--- src/rtl/msi_cache_ctrl.sv ---
// msi_cache_ctrl: per-CPU snooping cache controller with a direct-mapped,
// MSI-coherent line store.
//
// Ports:
//   clock, reset           - single clock, synchronous active-high reset
//   cpu_write/read/tag/data - level-held CPU request (write wins)
//   cpu_done/rdata/busy    - completion pulse, read data, busy status
//   bus_req/gnt            - shared-bus arbitration
//   bus_cmd/tag            - issued command (01 rd miss, 10 wr miss, 11 inv)
//   bus_wb/wdata           - victim writeback strobe and data
//   mem_valid/rdata        - fill data return
//   snoop_valid/cmd/tag    - other CPUs' bus traffic
//   snoop_hit/data         - this cache supplies a Modified line
// Optional feature macro: MSI_PERF_COUNT_EN adds hit_count / miss_count.
module msi_cache_ctrl #(
    parameter int unsigned LINES = 4
) (
    input  logic        clock,
    input  logic        reset,
    input  logic        cpu_write,
    input  logic        cpu_read,
    input  logic [11:0] cpu_tag,
    input  logic [15:0] cpu_data,
    output logic        cpu_done,
    output logic [15:0] cpu_rdata,
    output logic        cpu_busy,
    output logic        bus_req,
    input  logic        bus_gnt,
    output logic [1:0]  bus_cmd,
    output logic [11:0] bus_tag,
    output logic        bus_wb,
    output logic [15:0] bus_wdata,
    input  logic        mem_valid,
    input  logic [15:0] mem_rdata,
    input  logic        snoop_valid,
    input  logic [1:0]  snoop_cmd,
    input  logic [11:0] snoop_tag,
    output logic        snoop_hit,
    output logic [15:0] snoop_data
`ifdef MSI_PERF_COUNT_EN
    ,
    output logic [15:0] hit_count,
    output logic [15:0] miss_count
`endif
);

    localparam int unsigned TAG_W  = 12;
    localparam int unsigned DATA_W = 16;
    localparam int unsigned IDX_W  = (LINES > 1) ? $clog2(LINES) : 1;

    localparam logic [2:0] S_IDLE      = 3'd0;
    localparam logic [2:0] S_LOOKUP    = 3'd1;
    localparam logic [2:0] S_BUS_REQ   = 3'd2;
    localparam logic [2:0] S_ISSUE     = 3'd3;
    localparam logic [2:0] S_WRITEBACK = 3'd4;
    localparam logic [2:0] S_FILL      = 3'd5;
    localparam logic [2:0] S_DONE      = 3'd6;
    localparam logic [2:0] S_RELEASE   = 3'd7;

    localparam logic [1:0] CMD_NONE    = 2'b00;
    localparam logic [1:0] CMD_RD_MISS = 2'b01;
    localparam logic [1:0] CMD_WR_MISS = 2'b10;
    localparam logic [1:0] CMD_INV     = 2'b11;

    localparam logic [1:0] L_I = 2'd0;
    localparam logic [1:0] L_S = 2'd1;
    localparam logic [1:0] L_M = 2'd2;

    // line store
    logic [1:0]        r_line_st   [LINES];
    logic [TAG_W-1:0]  r_line_tag  [LINES];
    logic [DATA_W-1:0] r_line_data [LINES];

    // FSM and captured request
    logic [2:0]        r_state;
    logic [2:0]        w_state_nxt;
    logic              r_is_write;
    logic [TAG_W-1:0]  r_tag;
    logic [DATA_W-1:0] r_wdata;
    logic [1:0]        r_cmd;
    logic [1:0]        w_cmd_nxt;
    logic              r_wb_pend;
    logic              w_wb_nxt;
    logic              w_capture;

    // FSM line write port
    logic              w_line_we;
    logic [1:0]        w_line_st_nxt;
    logic [TAG_W-1:0]  w_line_tag_nxt;
    logic [DATA_W-1:0] w_line_data_nxt;

    logic              r_snoop_hit;
    logic [DATA_W-1:0] r_snoop_data;

    // current request's line
    logic [IDX_W-1:0]  w_idx;
    logic [1:0]        w_line_st;
    logic [TAG_W-1:0]  w_line_tag;
    logic [DATA_W-1:0] w_line_data;
    logic              w_line_hit;

    // snooped line
    logic [IDX_W-1:0]  w_snp_idx;
    logic [1:0]        w_snp_st;
    logic [DATA_W-1:0] w_snp_data;
    logic              w_snp_match;
    logic              w_snp_same_idx;

    assign w_idx       = r_tag[IDX_W-1:0];
    assign w_line_st   = r_line_st[w_idx];
    assign w_line_tag  = r_line_tag[w_idx];
    assign w_line_data = r_line_data[w_idx];
    assign w_line_hit  = (w_line_st != L_I) && (w_line_tag == r_tag);

    assign w_snp_idx      = snoop_tag[IDX_W-1:0];
    assign w_snp_st       = r_line_st[w_snp_idx];
    assign w_snp_data     = r_line_data[w_snp_idx];
    assign w_snp_match    = snoop_valid && (w_snp_st != L_I) &&
                            (r_line_tag[w_snp_idx] == snoop_tag);
    // a snoop to the line under lookup settles first; lookup retries next cycle
    assign w_snp_same_idx = snoop_valid && (w_snp_idx == w_idx);

    // next-state and FSM line update
    always_comb begin
        w_state_nxt     = r_state;
        w_cmd_nxt       = r_cmd;
        w_wb_nxt        = r_wb_pend;
        w_capture       = 1'b0;
        w_line_we       = 1'b0;
        w_line_st_nxt   = w_line_st;
        w_line_tag_nxt  = w_line_tag;
        w_line_data_nxt = w_line_data;

        case (r_state)
            S_IDLE: begin
                if (cpu_write || cpu_read) begin
                    w_capture   = 1'b1;
                    w_state_nxt = S_LOOKUP;
                end
            end
            S_LOOKUP: begin
                if (!w_snp_same_idx) begin
                    if (w_line_hit && !r_is_write) begin
                        w_state_nxt = S_DONE;
                    end else if (w_line_hit && (w_line_st == L_M)) begin
                        w_line_we       = 1'b1;
                        w_line_data_nxt = r_wdata;
                        w_state_nxt     = S_DONE;
                    end else if (w_line_hit) begin
                        w_cmd_nxt   = CMD_INV;
                        w_wb_nxt    = 1'b0;
                        w_state_nxt = S_BUS_REQ;
                    end else begin
                        w_cmd_nxt   = r_is_write ? CMD_WR_MISS : CMD_RD_MISS;
                        w_wb_nxt    = (w_line_st == L_M);
                        w_state_nxt = S_BUS_REQ;
                    end
                end
            end
            S_BUS_REQ: begin
                if (bus_gnt) begin
                    // a victim snooped out of M no longer needs writing back
                    if (r_wb_pend && (w_line_st == L_M)) begin
                        w_state_nxt = S_WRITEBACK;
                    end else begin
                        w_wb_nxt = 1'b0;
                        if ((r_cmd == CMD_INV) && !w_line_hit) begin
                            w_cmd_nxt = CMD_WR_MISS;
                        end
                        w_state_nxt = S_ISSUE;
                    end
                end
            end
            S_WRITEBACK: begin
                w_line_we     = 1'b1;
                w_line_st_nxt = L_I;
                w_wb_nxt      = 1'b0;
                w_state_nxt   = S_BUS_REQ;
            end
            S_ISSUE: begin
                if (r_cmd == CMD_INV) begin
                    w_line_we       = 1'b1;
                    w_line_st_nxt   = L_M;
                    w_line_data_nxt = r_wdata;
                    w_state_nxt     = S_DONE;
                end else begin
                    w_state_nxt = S_FILL;
                end
            end
            S_FILL: begin
                if (mem_valid) begin
                    w_line_we       = 1'b1;
                    w_line_tag_nxt  = r_tag;
                    w_line_st_nxt   = r_is_write ? L_M : L_S;
                    w_line_data_nxt = r_is_write ? r_wdata : mem_rdata;
                    w_state_nxt     = S_DONE;
                end
            end
            S_DONE: begin
                w_state_nxt = S_RELEASE;
            end
            S_RELEASE: begin
                if (!cpu_write && !cpu_read) begin
                    w_state_nxt = S_IDLE;
                end
            end
            default: begin
                w_state_nxt = S_IDLE;
            end
        endcase
    end

    // state, request capture, snoop and line store
    always_ff @(posedge clock) begin
        if (reset) begin
            r_state      <= S_IDLE;
            r_is_write   <= 1'b0;
            r_tag        <= '0;
            r_wdata      <= '0;
            r_cmd        <= CMD_NONE;
            r_wb_pend    <= 1'b0;
            r_snoop_hit  <= 1'b0;
            r_snoop_data <= '0;
            for (int unsigned i = 0; i < LINES; i++) begin
                r_line_st[IDX_W'(i)]   <= L_I;
                r_line_tag[IDX_W'(i)]  <= '0;
                r_line_data[IDX_W'(i)] <= '0;
            end
        end else begin
            r_state   <= w_state_nxt;
            r_cmd     <= w_cmd_nxt;
            r_wb_pend <= w_wb_nxt;
            if (w_capture) begin
                r_is_write <= cpu_write;
                r_tag      <= cpu_tag;
                r_wdata    <= cpu_data;
            end

            r_snoop_hit  <= 1'b0;
            r_snoop_data <= '0;
            if (w_snp_match) begin
                case (snoop_cmd)
                    CMD_RD_MISS: begin
                        if (w_snp_st == L_M) begin
                            r_line_st[w_snp_idx] <= L_S;
                            r_snoop_hit          <= 1'b1;
                            r_snoop_data         <= w_snp_data;
                        end
                    end
                    CMD_WR_MISS: begin
                        if (w_snp_st == L_M) begin
                            r_snoop_hit  <= 1'b1;
                            r_snoop_data <= w_snp_data;
                        end
                        r_line_st[w_snp_idx] <= L_I;
                    end
                    CMD_INV: begin
                        r_line_st[w_snp_idx] <= L_I;
                    end
                    default: begin
                    end
                endcase
            end

            // placed after the snoop so the FSM update wins on a collision
            if (w_line_we) begin
                r_line_st[w_idx]   <= w_line_st_nxt;
                r_line_tag[w_idx]  <= w_line_tag_nxt;
                r_line_data[w_idx] <= w_line_data_nxt;
            end
        end
    end

`ifdef MSI_PERF_COUNT_EN
    logic        w_lookup_done;
    logic        w_local_hit;
    logic [15:0] r_hit_count;
    logic [15:0] r_miss_count;

    assign w_lookup_done = (r_state == S_LOOKUP) && !w_snp_same_idx;
    assign w_local_hit   = w_line_hit && (!r_is_write || (w_line_st == L_M));

    // one count per resolved lookup; write-hit-S counts as a miss
    always_ff @(posedge clock) begin
        if (reset) begin
            r_hit_count  <= '0;
            r_miss_count <= '0;
        end else if (w_lookup_done) begin
            if (w_local_hit) begin
                r_hit_count <= r_hit_count + 16'd1;
            end else begin
                r_miss_count <= r_miss_count + 16'd1;
            end
        end
    end

    assign hit_count  = r_hit_count;
    assign miss_count = r_miss_count;
`endif

    // Moore-decoded outputs
    assign cpu_busy   = (r_state != S_IDLE);
    assign cpu_done   = (r_state == S_DONE);
    assign cpu_rdata  = (r_state == S_DONE) ? w_line_data : '0;
    assign bus_req    = (r_state == S_BUS_REQ);
    assign bus_cmd    = (r_state == S_ISSUE) ? r_cmd : CMD_NONE;
    assign bus_tag    = (r_state == S_ISSUE)     ? r_tag :
                        (r_state == S_WRITEBACK) ? w_line_tag : '0;
    assign bus_wb     = (r_state == S_WRITEBACK);
    assign bus_wdata  = (r_state == S_WRITEBACK) ? w_line_data : '0;
    assign snoop_hit  = r_snoop_hit;
    assign snoop_data = r_snoop_data;

endmodule

--- config.mk ---
export PLATFORM = sky130hd
export DESIGN_NAME = msi_cache_ctrl
export DESIGN_NICKNAME = d
export VERILOG_FILES = /design/src/rtl/msi_cache_ctrl.sv
export SDC_FILE = /design/constraint.sdc
export NUM_CORES = 1
export LEC_CHECK = 0
export CAP_MARGIN = 25
export CORE_UTILIZATION = 55
export CTS_CLUSTER_SIZE = 40
export DETAILED_ROUTE_END_ITERATION = 12
export GPL_ROUTABILITY_DRIVEN = 0
export PLACE_DENSITY = 0.9
export SLEW_MARGIN = 20
export SYNTH_ARGS = -nofsm -noshare
export SYNTH_HDL_FRONTEND = slang
export SYNTH_SLANG_ARGS = --single-unit
--- constraint.sdc ---
create_clock -name clock -period 4 [get_ports clock]
set_input_delay 0.6 -clock clock [delete_from_list [all_inputs] [get_ports clock]]
set_output_delay 0.6 -clock clock [all_outputs]
set_load 0.005 [all_outputs]
# Yosys cells after proc, flatten, opt, wreduce, memory -nomap -nowiden
# Memories as Yosys holds them, arrays and structs flattened. A register that Yosys moved wholly into a read port is not among the register bits.
# Cells that the tools add are included.
# Widths: inputs -> output; s select.
dict set report totals {
  mem_count 3
  ff_bits 36
  mem_bits_rw 120
  input_bits 65
  word_cells 159
}
dict set report op_classes {
  mux 89
  n_bitwise 5
  reduce_logical 30
  n_eq_ne 25
}
# name depth width read_ports rd_clocked_by_memory_dff write_ports line_no
set memory_table {}
lappend memory_table {r_line_data 4 16 2 2 4 72} ;# logic [DATA_W-1:0] r_line_data [LINES];
lappend memory_table {r_line_tag 4 12 2 1 4 71} ;# logic [TAG_W-1:0] r_line_tag [LINES];
lappend memory_table {r_line_st 4 2 2 1 4 70} ;# logic [1:0] r_line_st [LINES];
# operator n
set op_table {}
lappend op_table {{$mux 16} 9}
lappend op_table {{$mux 12} 5}
lappend op_table {{$mux 2} 26}
lappend op_table {{$pmux 16 s3} 1}
lappend op_table {{$mux 1} 35}
lappend op_table {{$eq 12x12->1} 2}
lappend op_table {{$mux 3} 8}
lappend op_table {{$pmux 3 s8} 1}
lappend op_table {{$reduce_or 16->1} 1}
lappend op_table {{$ne 2x2->1 const B} 7}
lappend op_table {{$eq 3x3->1 const B} 4}
lappend op_table {{$reduce_or 12->1} 1}
lappend op_table {{$eq 2x2->1 const B} 5}
lappend op_table {{$logic_and 1x1->1} 9}
lappend op_table {{$reduce_and 7->1} 1}
lappend op_table {{$eq 3x2->1 const B} 2}
lappend op_table {{$pmux 2 s3} 1}
lappend op_table {{$reduce_and 6->1} 1}
lappend op_table {{$reduce_bool 2->1} 3}
lappend op_table {{$reduce_bool 3->1} 2}
lappend op_table {{$reduce_or 2->1} 3}
lappend op_table {{$reduce_and 5->1} 1}
lappend op_table {{$logic_not 1->1} 4}
lappend op_table {{$ne 2x1->1 const B} 2}
lappend op_table {{other kinds (12)} 15}

# Longest topological paths before layout
# Gate-level depths: netlist (run 1).
dict set report logic_depth {
  word_depth 12
  depth_mapped 11
}

# Least setup slack after synthesis (run 1)
# Ideal clock, no wire load.
dict set report synth_path {
  path_kind {register -> register}
  start {register with a tool-made name}
  end {memory r_line_data[3][0] (enable)}
  setup_slack_ps 691
  path_buffers 2
  stages_incl_launch_ff 10
  t_arrival_ps 2920
  required_time_ps 3611
  synth_period_minus_slack_ps 3309
  path_cell_list {dfxtp_1 -> buf_4 -> mux4_2 -> xnor2_1 -> nand4_1 -> a2111o_1 -> nor3_2 -> buf_4 -> o21bai_1 -> nand2b_1}
}
# element line_no
set synth_lines {}
lappend synth_lines {{to (decl)} 72}

==> results of run 1 <==
[power breakdown]
group	internal, mW	switching (mW)	total, mW
clock	1.06	0.701	1.76
combinational	0.668	0.961	1.63
sequential	2.09	0.242	2.33
total	3.82	1.90	5.72
[layout by cell type (no fill, tap or decap), types with 26 or more instances in the layout]
cell             count
nand2_1             75
nor2_1             168
clkdlybuf4s50_1    130
inv_1               34
a22o_1              26
a21oi_1             38
dfxtp_1             53
buf_4               28
edfxtp_1           120
mux4_2              54
[layout make-up]
type	count	area [µm²]	share of cell area [%]
clock inverters	13	186	1.63
well taps	220	275	2.40
clock buffers	19	443	3.87
flip-flops and latches	174	4690	40.9
inverters	34	128	1.11
repair buffers	160	1530	13.4
multi-input cells	564	4200	36.7
[routing by layer]
| layer | part of all wire, % | global-route usage (%) |
|---|---|---|
| met2 | 46 | 46.2 |
| met5 | 0 | 0 |
| met1 | 37 | 41.3 |
| met4 | 3.2 | 14.0 |
| met3 | 13 | 8.11 |
[stage by stage]
step	instance area, µm²	setup slack (ns)
2_1_floorplan	9280	0.691
3_3_place_gp	10800	0.428
3_5_place_dp	10800	0.259
4_1_cts	11400	0.452
5_1_grt	11400	0.189
6_report	11400	0.334
[registers in the layout, summed over array words and instances, names as in the netlist, named ones only]
name	flops
r_wb_pend	1
r_line_data	64
snoop_data	16
r_tag	12
r_cmd	2
r_is_write	1
r_wdata	16
r_state	3
snoop_hit	1
r_line_tag	48
r_line_st	8
[worst register-to-register path: cells and delay by family (launching register included)]
family | cells | cell delay (ns)
compound gates | 2 | 0.87
buf+inv | 2 | 0.67
mux | 1 | 0.47
flops | 1 | 0.68
simple gates | 3 | 0.52
xor+xnor | 1 | 0.18
[synthesized netlist by cell type, types with 4 or more instances]
library cell    n  area share, %
a211oi_1       22            1.8
a211oi_2       10            1.3
a21oi_1        38            2.0
a22o_1         26            2.5
and3_1          4           0.27
buf_2          13           0.70
buf_4           5           0.40
clkbuf_1       38            1.5
dfxtp_1        54             12
edfxtp_1      120             39
inv_1          34            1.4
mux2i_1        20            2.2
mux4_2         54             13
nand2_1        75            3.0
nand2b_1        7           0.47
nand3_1         8           0.43
nand3b_1        7           0.57
nand4_1         6           0.40
nor2_1        169            6.8
nor2b_1        22            1.5
nor3_1          6           0.32
o211ai_1        4           0.32
o21ai_0         9           0.49
xnor2_1        18            1.7
xor2_1          4           0.38
[path summary, 6_finish.rpt]
| kind | start | endpoint | slack, ns | cells past startpoint |
|---|---|---|---|---|
| hold / removal | r_wdata[3] | r_wdata[3] | 0.47 | 2 |
| setup / recovery | flip-flop | r_line_data[1][4] | 0.33 | 9 |
| hold reg to reg | r_wdata[3] | r_wdata[3] | 0.47 | 2 |
| setup reg to reg | flip-flop | r_line_data[1][4] | 0.33 | 9 |
[cells by family after synthesis]
family | after synthesis | synth area share (%)
compound gates | 143 | 11.7
xor+xnor | 22 | 2.08
fa+ha+maj | 3 | 0.405
buf+inv | 95 | 4.38
flops | 174 | 50.5
mux | 78 | 15.8
simple gates | 318 | 15.1
==> flow_metrics.py, run 1 <==
metrics = {
    "yosys": {
        "synth_enable_flop_cells": 120,
        "synth_cells": 833,
        "yosys_register_bits": 174,
        "synth_flop_cell": "edfxtp_1",
        "synth_area_um2": 9280,
        "yosys_warnings": 0,
        "post_synth.cell_area_avg_um2": 11.1,
        "yosysUniqueCellTypes": 63,
        "synth_nets": 901,
        "synthArstFlopShare_pct": 0,
        "synth.yosys.seq_area_share_pct": 50.5,
    },
    "sta": {
        "finClkSkew_ns": 0.00756,
        "fin_crit_ns": 3.67,
        "layout_worst_path_cycle_share_pct": 91.6,
        "setup_violations": 0,
        "holdWs_ns": 0.469,
        "fmax_mhz": 273,
        "worst_slew_pin_slew_ns": 0.871,
        "finalHoldViolCount": 0,
        "slew_violations": 0,
        "setup_tns_ns": 0,
        "rsz0062_at_grt": "false",
        "timing.slew.headroom_pct": 41.6,
    },
    "final_layout": {
        "finalNonFillerCells": 1184,
        "antennaDiodeCount": 0,
        "drive_gt1_share_pct": 14.9,
        "final_util_pct": 69.3,
        "areaGrowthSynthToFinish_pct": 23.4,
        "nNetsFinal": 1019,
        "num-fill-cells": 1081,
    },
    "critical_path": {
        "crit_family": "compound AO/OA/AOI/OAI gates",
        "crit_path_end_kind": "flip-flop",
        "critPathMaxFanout": 20,
        "cp-start-kind": "flip-flop",
        "critical-path-slowest-cell": "a211oi_1",
        "slowest_delay_ns": 0.76,
        "critPathBufInv": 2,
        "required_ns": 4.15,
        "worstPathCellList": "buf_4 > mux4_2 > xnor2_1 > nand4_1 > nor3_2 > buf_4 > a211oi_1 > a211oi_1 > nor2_1",
        "crit_arrival_ns": 3.82,
        "setup.worst_path.class": "flip-flop to flip-flop",
    },
    "routing": {
        "drtAntennaViolNets": 0,
        "drc_errors": 0,
        "first_iter_violations": 1113,
        "drt-wirelength-per-cell_um": 22.0,
        "wirelength_um": 26100,
        "drt-pass1-iter-count": 12,
        "via_per_inst": 6.39,
        "dr_total_vias": 7564,
    },
    "worst_hold_path": {
        "holdCritPathClass": "flip-flop to flip-flop",
    },
    "clocking": {
        "cts_num_sinks": 174,
        "tritoncts": "built",
        "cts_root_buf": "clkbuf_16",
        "h-tree-depth": 4,
        "clkTransAtPathRegs_ns": 0.06,
        "numCtsBuffers": 17,
        "clock_latency_ns": 0.43,
        "clk_path_buf_depth": 2,
        "cts_setup_buffers": 0,
        "hold_buffers": 0,
        "cts_resized": 0,
    },
    "floorplanning": {
        "dieWidth_um": 132,
        "die_h_um": 132,
        "pin_count": 132,
        "rows": 47,
        "die-area_um2": 17400,
        "coreArea_um2": 16500,
        "initial_core_util_pct": 56.1,
    },
    "placement": {
        "placed_cells": 1152,
        "io_buffers": 131,
        "dp_hpwl_um": 17700,
    },
    "power": {
        "powerDensity_nw_per_um2": 500,
        "worst_ir_drop_vdd_mv": 0.374,
        "power.static_leakage_nw": 4.03,
        "total_power_mw": 5.72,
    },
    "global_routing": {
        "grt_max_degree": 38,
        "grt_pass1_wl_um": 40100,
        "antenna_found_initial": 0,
        "first_global_vias": 7221,
        "groute.usage.overall_pct": 30.5,
        "grt.overflow.total": 0,
    },
    "flow_run": {
        "drv_cap": 0,
    },
    "outcome": {
        "outcome": "completed",
    },
}
No activity file was read; power rests on OpenSTA's default activity.
==> inputs of run 2 (changes only) <==
--- a/config.mk
+++ b/config.mk
@@ -10,7 +10,7 @@
 export CTS_CLUSTER_SIZE = 40
 export DETAILED_ROUTE_END_ITERATION = 12
 export GPL_ROUTABILITY_DRIVEN = 0
-export PLACE_DENSITY = 0.9
+export PLACE_DENSITY = 0.87
 export SLEW_MARGIN = 20
 export SYNTH_ARGS = -nofsm -noshare
 export SYNTH_HDL_FRONTEND = slang
==> flow_metrics.py, run 2 (synthesis gave the netlist of run 1 again) <==
metrics = {
    "outcome": {
        "outcome": "completed",
    },
    "floorplanning": {
        "die-area_um2": 17400,
        "die_h_um": 132,
        "rows": 47,
        "dieWidth_um": 132,
        "coreArea_um2": 16500,
        "pin_count": 132,
        "initial_core_util_pct": 56.1,
    },
    "power": {
        "worst_ir_drop_vdd_mv": 0.426,
        "total_power_mw": 5.61,
        "combPwrFrac_pct": 29.2,
        "power_frac_clock_pct": 29.4,
        "power_report.internal_total_mw": 3.69,
        "power.static_leakage_nw": 4.07,
        "p_switching_mw": 1.92,
        "seqPwrFrac_pct": 41.4,
        "swShare_pct": 34.2,
        "powerDensity_nw_per_um2": 488,
    },
    "final_layout": {
        "num-fill-cells": 1123,
        "finalNonFillerCells": 1190,
        "design_area_um2": 11500,
        "antennaDiodeCount": 0,
        "layout_commonest_cell": "nor2_1",
        "drive_gt1_share_pct": 15.5,
        "areaGrowthSynthToFinish_pct": 23.8,
        "regMostFlops": "r_line_data",
        "layout_common_cells": "168 x nor2_1, 130 x clkdlybuf4s50_1, 120 x edfxtp_1",
        "nNetsFinal": 1025,
        "largest_reg_flops": 64,
        "reg.largest.list": "r_line_data x64, r_line_tag x48",
    },
    "clocking": {
        "h-tree-depth": 4,
        "tritoncts": "built",
        "cts_root_buf": "clkbuf_16",
        "cts_num_sinks": 174,
        "cts_setup_buffers": 0,
        "numCtsBuffers": 17,
        "hold_buffers": 0,
        "clock_latency_ns": 0.44,
        "clkTransAtPathRegs_ns": 0.07,
        "clk_path_buf_depth": 2,
        "cts_resized": 0,
    },
    "critical_path": {
        "crit_path_end_kind": "output port",
        "crit_arrival_ns": 3.02,
        "slowest_delay_ns": 0.57,
        "critical-path-slowest-cell": "mux4_2",
        "cp-start-kind": "flip-flop",
        "required_ns": 3.40,
        "critPathMaxFanout": 17,
        "worstPathCellList": "buf_4 > buf_4 > mux4_2 > inv_1 > nor2_1 > clkdlybuf4s50_1",
        "setup.worst_path.class": "flip-flop to output port",
        "cpMostUsedCell": "buf_4",
    },
    "sta": {
        "timing.slew.headroom_pct": 46.2,
        "fmax_mhz": 276,
        "setup_tns_ns": 0,
        "fin_crit_ns": 3.62,
        "finClkSkew_ns": 0.00977,
        "slew_violations": 0,
        "finalHoldViolCount": 0,
        "rsz0062_at_grt": "false",
        "worst_slew_pin_slew_ns": 0.806,
        "holdWs_ns": 0.475,
        "setup_violations": 0,
        "layout_worst_path_cycle_share_pct": 90.5,
    },
    "routing": {
        "drt-pass1-iter-count": 8,
        "via_per_inst": 6.37,
        "drc_errors": 0,
        "first_iter_violations": 1225,
        "drtAntennaViolNets": 0,
        "wirelength_um": 26100,
        "wl_met1_um": 10000,
        "wl_met2_um": 11900,
        "dr_total_vias": 7585,
        "drt-wirelength-per-cell_um": 21.9,
        "route.met3.wl_um": 3300,
        "highest_layer": "met4",
    },
    "global_routing": {
        "groute.usage.overall_pct": 30.8,
        "grt.overflow.total": 0,
        "first_global_vias": 7226,
        "grt_pass1_wl_um": 40000,
        "antenna_found_initial": 0,
        "grt_max_degree": 36,
    },
    "placement": {
        "placedInstanceArea_um2": 10900,
        "dp_hpwl_um": 17800,
        "placed_cells": 1158,
        "io_buffers": 131,
    },
    "worst_hold_path": {
        "holdCritPathClass": "flip-flop to flip-flop",
    },
    "flow_run": {
        "drv_cap": 0,
    },
}
[run 2: changes by cell type in the layout (fill, tap and decap cells not counted)]
cell        before  now
inv_8            0    1
clkbuf_16       17   20
clkinv_1         0    1
clkinvlp_4       4    1
clkinv_2         2    1
inv_4            0    1
bufinv_16        4    0
clkinv_4         1    5
clkbuf_8         1    0
buf_4           28   32
buf_12           0    2
clkbuf_1         1    0
[run 2: per-layer routing]
metal,vias up,global-route usage (%)
met5,-,0
met4,0,13.4
met3,94,9.00
met2,596,46.8
met1,3603,41.2
li1,3292,-
[run 2: final timing paths]
check	start	endpoint	slack [ns]	cells after the start
worst max-delay path	flip-flop	cpu_rdata[5]	0.38	6
worst min-delay path	r_wdata[2]	r_wdata[2]	0.48	2
worst max register to register	flip-flop	r_line_data[3][14]	0.40	9
worst min register to register	r_wdata[2]	r_wdata[2]	0.48	2
[run 2: worst max-delay path, delay by kind of cell, from the launching register on]
| family | cells | cell delay (ns) |
|---|---|---|
| buffers and inverters | 4 | 1.42 |
| multiplexers | 1 | 0.57 |
| flip-flops | 1 | 0.50 |
| AND/OR/NAND/NOR | 1 | 0.07 |
[run 2: layout make-up]
cell class	count	area [µm²]	area share (%)
Sequential cell	174	4690	40.8
Multi-Input combinational cell	564	4200	36.5
Timing Repair Buffer	166	1600	13.9
Clock buffer	20	500	4.36
Tap cell	220	275	2.40
Inverter	34	128	1.11
Clock inverter	12	95.1	0.828
[run 2: through the flow]
step           setup WS (ns)  util (%)
4_1_cts                0.394      69.5
2_1_floorplan          0.691         -
5_1_grt                0.280      69.5
6_report               0.380      69.5
3_3_place_gp           0.434      65.8
3_5_place_dp           0.267      65.9
[run 2: power by group through the flow]
stage	Sequential, mW	Combinational, mW	Clock [mW]
final	2.32	1.64	1.65
after global routing	2.34	1.77	1.72
after CTS	2.31	1.61	1.65
after detailed placement	2.34	1.58	0
after global placement	2.33	1.53	0
after floorplan	2.22	1.15	0
